===== config.mk =====
export PLATFORM = sky130hd
export DESIGN_NAME = matrix_loader
export DESIGN_NICKNAME = d
export VERILOG_FILES = /design/src/rtl/matrix_pkg.sv /design/src/rtl/matrix_diag_check.sv /design/src/rtl/matrix_loader.sv
export SDC_FILE = /design/constraint.sdc
export NUM_CORES = 1
export LEC_CHECK = 0
export ABC_AREA = 1
export ABC_CLOCK_PERIOD_IN_PS = 44700
export CORE_ASPECT_RATIO = 0.7
export CORE_MARGIN = 3
export CORE_UTILIZATION = 50
export DETAILED_ROUTE_END_ITERATION = 6
export PLACE_DENSITY = 0.84
export SETUP_SLACK_MARGIN = 0.5
export SYNTH_ARGS = -nofsm -noshare
export SYNTH_HDL_FRONTEND = slang
export SYNTH_SLANG_ARGS = --single-unit
export TNS_END_PERCENT = 30

===== constraint.sdc =====
create_clock -name clk -period 44.7 [get_ports clk]
set_clock_uncertainty 0.2 [all_clocks]
set_input_delay 8.94 -clock clk [delete_from_list [all_inputs] [get_ports clk]]
set_output_delay 8.94 -clock clk [all_outputs]
set_load 0.005 [all_outputs]

===== src/rtl/matrix_pkg.sv =====
// ============================================================================
// Module   : matrix_pkg
// Brief    : Shared sizes, diagonal indices and loader state for the 5x5
//            matrix loader.
// Revision : 1.0 - initial release
// ============================================================================
`default_nettype none

package matrix_pkg;

  localparam int MAT_N     = 5;
  localparam int MAT_W     = 16;
  localparam int MAT_ELEMS = MAT_N * MAT_N;
  localparam int MAT_BUS_W = MAT_ELEMS * MAT_W;

  // Row-major positions of the pivots: k = i*(N+1)
  localparam int DIAG_IDX [MAT_N] = '{0, 6, 12, 18, 24};

  typedef enum logic [0:0] {
    FILL = 1'b0,
    FULL = 1'b1
  } loader_state_t;

endpackage

`default_nettype wire


===== src/rtl/matrix_diag_check.sv =====
// ============================================================================
// Module   : matrix_diag_check
// Brief    : Combinational zero-pivot detector over a flat 5x5 matrix bus.
// Revision : 1.0 - initial release
// ============================================================================
`default_nettype none

module matrix_diag_check
  import matrix_pkg::*;
(
  input  logic [MAT_BUS_W-1:0] i_mat,
  output logic                 o_zero_pivot
);

  always_comb begin
    o_zero_pivot = 1'b0;
    for (int i = 0; i < MAT_N; i++) begin
      if (i_mat[DIAG_IDX[i]*MAT_W +: MAT_W] == '0) begin
        o_zero_pivot = 1'b1;
      end
    end
  end

endmodule

`default_nettype wire


===== src/rtl/matrix_loader.sv =====
// ============================================================================
// Module   : matrix_loader
// Brief    : Collects a row-major stream of 25 elements into one buffer and
//            presents it as a 400-bit matrix with valid/ready handoff.
//            Optional zero-pivot flag: MATRIX_LOADER_DIAG_CHECK_EN.
// Revision : 1.0 - initial release
// ============================================================================
`default_nettype none

module matrix_loader
  import matrix_pkg::*;
(
  input  logic                 clk,
  input  logic                 reset,
  input  logic                 in_valid,
  output logic                 in_ready,
  input  logic [MAT_W-1:0]     in_data,
  input  logic                 in_last,
  output logic                 out_valid,
  input  logic                 out_ready,
  output logic [MAT_BUS_W-1:0] out_matrix,
  output logic                 frame_err,
  output logic                 diag_zero
);

  localparam logic [4:0] C_LAST_SLOT = 5'(MAT_ELEMS - 1);

  loader_state_t    state_q, state_d;
  logic [4:0]       count_q, count_d;
  logic [MAT_W-1:0] buf_q [MAT_ELEMS];
  logic [MAT_W-1:0] buf_d [MAT_ELEMS];
  logic             frame_err_q, frame_err_d;

  logic w_accept;
  logic w_at_last_slot;
  logic w_frame_bad;
  logic w_done;
  logic w_handshake;

  assign in_ready       = (state_q == FILL) && !reset;
  assign out_valid      = (state_q == FULL);
  assign frame_err      = frame_err_q;

  assign w_accept       = in_valid && in_ready;
  assign w_at_last_slot = (count_q == C_LAST_SLOT);
  // in_last must coincide exactly with slot 24; either mismatch is a framing error
  assign w_frame_bad    = w_accept && (in_last != w_at_last_slot);
  assign w_done         = w_accept && in_last && w_at_last_slot;
  assign w_handshake    = (state_q == FULL) && out_ready;

  always_comb begin
    state_d     = state_q;
    count_d     = count_q;
    frame_err_d = 1'b0;
    buf_d       = buf_q;
    case (state_q)
      FILL: begin
        if (w_frame_bad) begin
          count_d     = '0;
          frame_err_d = 1'b1;
        end else if (w_accept) begin
          buf_d[count_q] = in_data;
          if (w_done) begin
            state_d = FULL;
            count_d = '0;
          end else begin
            count_d = count_q + 5'd1;
          end
        end
      end
      FULL: begin
        if (out_ready) begin
          state_d = FILL;
        end
      end
      default: state_d = FILL;
    endcase
  end

  always_ff @(posedge clk or posedge reset) begin
    if (reset) begin
      state_q     <= FILL;
      count_q     <= '0;
      frame_err_q <= 1'b0;
      for (int k = 0; k < MAT_ELEMS; k++) begin
        buf_q[k] <= '0;
      end
    end else begin
      state_q     <= state_d;
      count_q     <= count_d;
      frame_err_q <= frame_err_d;
      buf_q       <= buf_d;
    end
  end

  for (genvar k = 0; k < MAT_ELEMS; k++) begin : g_flat
    assign out_matrix[k*MAT_W +: MAT_W] = buf_q[k];
  end

`ifdef MATRIX_LOADER_DIAG_CHECK_EN
  logic [MAT_BUS_W-1:0] w_buf_next_flat;
  logic                 w_zero_pivot;
  logic                 diag_zero_q, diag_zero_d;

  for (genvar k = 0; k < MAT_ELEMS; k++) begin : g_next_flat
    assign w_buf_next_flat[k*MAT_W +: MAT_W] = buf_d[k];
  end

  // Checked on the post-write buffer so the flag lands together with out_valid
  matrix_diag_check u_diag_check (
    .i_mat        (w_buf_next_flat),
    .o_zero_pivot (w_zero_pivot)
  );

  always_comb begin
    diag_zero_d = diag_zero_q;
    if (w_done) begin
      diag_zero_d = w_zero_pivot;
    end else if (w_handshake) begin
      diag_zero_d = 1'b0;
    end
  end

  always_ff @(posedge clk or posedge reset) begin
    if (reset) begin
      diag_zero_q <= 1'b0;
    end else begin
      diag_zero_q <= diag_zero_d;
    end
  end

  assign diag_zero = diag_zero_q;
`else
  assign diag_zero = 1'b0;
`endif

endmodule

`default_nettype wire


==> impl_metrics.toml <==
[global_routing]
grt_overflow_total = 0
grt_usage_pct = 31.9
grt_pass1_wl_mm = 88.6
grt_max_degree = 183
antenna_found_initial = 0
grt_pass1_vias = 14900

[logic_synthesis]
synth_cell_types = 24
synth-warning-count = 0
avgSynthCellArea_um2 = 9.35
synthDominantCellAreaShare_pct = 60.8
ys_top_cells_by_area = "dfrtp_1 61%, nand2_1 16%, nand4_1 11%"
netlist_instances = 1792
synth_area_leader_cell = "dfrtp_1"
syn-num-nets = 1817
yosysSeqAreaShare_pct = 60.8
synth_seq_cells = 407
syn_area_um2 = 16800

[floorplan]
die-width_um = 225
io_pins = 425
die_y_um = 159
rows = 55
start_util_pct = 51.3
dieArea_um2 = 35800
design.core.area_um2 = 32700

[setup_path]
cp.required_ps = 35560
crit_family = "buffers and inverters"
arrival_ps = 10160
path_buf_inv = 2
critPathCaptureType = "output port"
crit_chain = "clkdlybuf4s50_1 -> nor2_2 -> clkdlybuf4s50_1"
startpoint_type = "input port"
crit_slowest_cell = "clkdlybuf4s50_1"
worst_path_most_repeated_cell = "clkdlybuf4s50_1"
path_depth = 3
r2r-end = "out_matrix[0]$_DFFE_PP0P_"
r2r_cells = 11
critical-path-max-stage-delay_ps = 520
r2r_start = "count_q[0]$_DFFE_PP0P_"
ff2ff_setup_slack_ps = 40760
path_max_fanout = 3
crit_type = "in -> out"

[sta]
timing.final.crit_share_pct = 43.2
period_needed_ps = 19300
tns_ps = 0
tightest_slew_ps = 1120
fmax_mhz = 51.8
grt_setup_unrepaired = "no"
relSlewSlack_pct = 25.2
drv_slew = 0
finalSetupViolCount = 0
finalWorstSetupSlack_ps = 25400
hold_viol = 0

[clock_tree]
cts_setup_buffers = 0
ctsResizeCount = 0
root_buffer = "clkbuf_16"
h-tree-depth = 2
path_clk_slew_ps = 60
clock_sinks = 407
cts_made_buffers = 40
postCtsHoldBufs = 0
cts_tree = "done"
clkLatencyLatePin_ps = 530
clk_path_buf_depth = 3

[power]
switchingPower_uw = 280
power_frac_clock_pct = 35.4
p_comb_share_pct = 20.4
power_density_nw_per_um2 = 45.7
p_seq_share_pct = 44.2
finalPower_mw = 1.02
intPower_uw = 741
switching_share_pct = 27.4
leakagePower_nw = 10.8
max-vdd-ir-drop_mv = 0.0400

[placement]
dp.cells = 2504
gp_congestion = 0.816
numPortBuffers = 423
place_hpwl_mm = 35.8
pre_cts_slack_ps = 25400

[hold_path]
min_path_type = "reg -> reg"
min_delay_path_depth = 2
min_to = "out_matrix[151]$_DFFE_PP0P_"
hp-start = "out_matrix[151]$_DFFE_PP0P_"

[detailed_routing]
ant_nets = 0
wire_per_inst_um = 22.7
drc = 0
drt-pass1-iter-count = 5
drtIter0Drc = 1732
wl_mm = 58.4
dr_total_vias = 15400
routed_via_density = 5.98

[cells_and_area]
area_growth_pct = 33.3
layout_common_cells = "719 x nand2_1, 422 x clkdlybuf4s50_1, 407 x dfrtp_1"
drive_gt1_share_pct = 6.33
nets = 2144
final_core_util_pct = 68.4
layout_commonest_cell = "nand2_1"
diodes = 0
final_cells = 2574

[job]
cap_violations = 0

[run_status]
status = "completed"
## routing by layer
metal,track usage (%),vias up,share of wire [%]
met5,0,-,0
met3,10.3,210,11
met2,48.1,914,45
li1,-,6666,-
met1,42.8,7610,39
met4,14.0,0,5.0
## flip-flops by register name, indices dropped and copies added (netlist names)
name,flops
count_q,5
frame_err,1
out_matrix,400
out_valid,1
## metrics by stage
step	hold WS [ps]	area, um^2
4_1_cts	272	22300
2_1_floorplan	265	16800
6_report	272	22300
3_5_place_dp	257	20900
3_3_place_gp	253	20900
5_1_grt	288	22300
## worst max-delay path by stage
stage,to,from
2_1_floorplan,count_q[0]$_DFFE_PP0P_,reset
3_3_place_gp,in_ready,reset
3_5_place_dp,in_ready,reset
4_1_cts,in_ready,reset
5_1_grt,in_ready,reset
6_report,in_ready,reset
## worst register-to-register path: stages (launching register included)
cell and delay (ps):
dfrtp_1 410, inv_1 110, ha_1 230, nand2_1 70, clkinv_1 110, nand2_1 100, nand2_2 110, nand2_8 670
buf_4 990, nand3_2 540, nand2_1 190, nand2_1 80
## power groups by stage
stage                     Clock (mW)  Sequential (mW)  Combinational, mW
after global routing           0.382            0.456              0.224
final                          0.362            0.451              0.208
after CTS                      0.365            0.450              0.207
after detailed placement           0            0.454              0.204
after floorplan                    0            0.454             0.0660
after global placement             0            0.453              0.199
## final cells by class
type | instances | area (um^2)
Clock buffer | 57 | 1190
Clock inverter | 13 | 220
Fill cell | 2374 | 10300
Inverter | 29 | 124
Multi-Input combinational cell | 1196 | 5690
Sequential cell | 407 | 10200
Tap cell | 427 | 534
Timing Repair Buffer | 445 | 4410
## cell usage after synthesis
cell type	instances
a21oi_1	1
buf_2	99
buf_4	10
buf_6	4
clkbuf_1	47
clkinv_1	4
conb_1	1
dfrtp_1	407
ha_1	4
inv_1	23
inv_2	2
nand2_1	719
nand2_2	5
nand3_1	24
nand3_2	10
nand3_4	10
nand4_1	289
nor2_1	13
nor2_2	19
nor2_4	1
nor3_2	1
o21ai_0	68
o21ai_1	30
o22ai_1	1
## cell families after synthesis
group	Yosys count	synth area share, %
simple gates	1091	30.6
flops	407	60.8
buf+inv	189	5.37
compound gates	100	2.99
fa+ha+maj	4	0.299
other cells	1	0.0224
No activity file was read; power rests on OpenSTA's default activity.
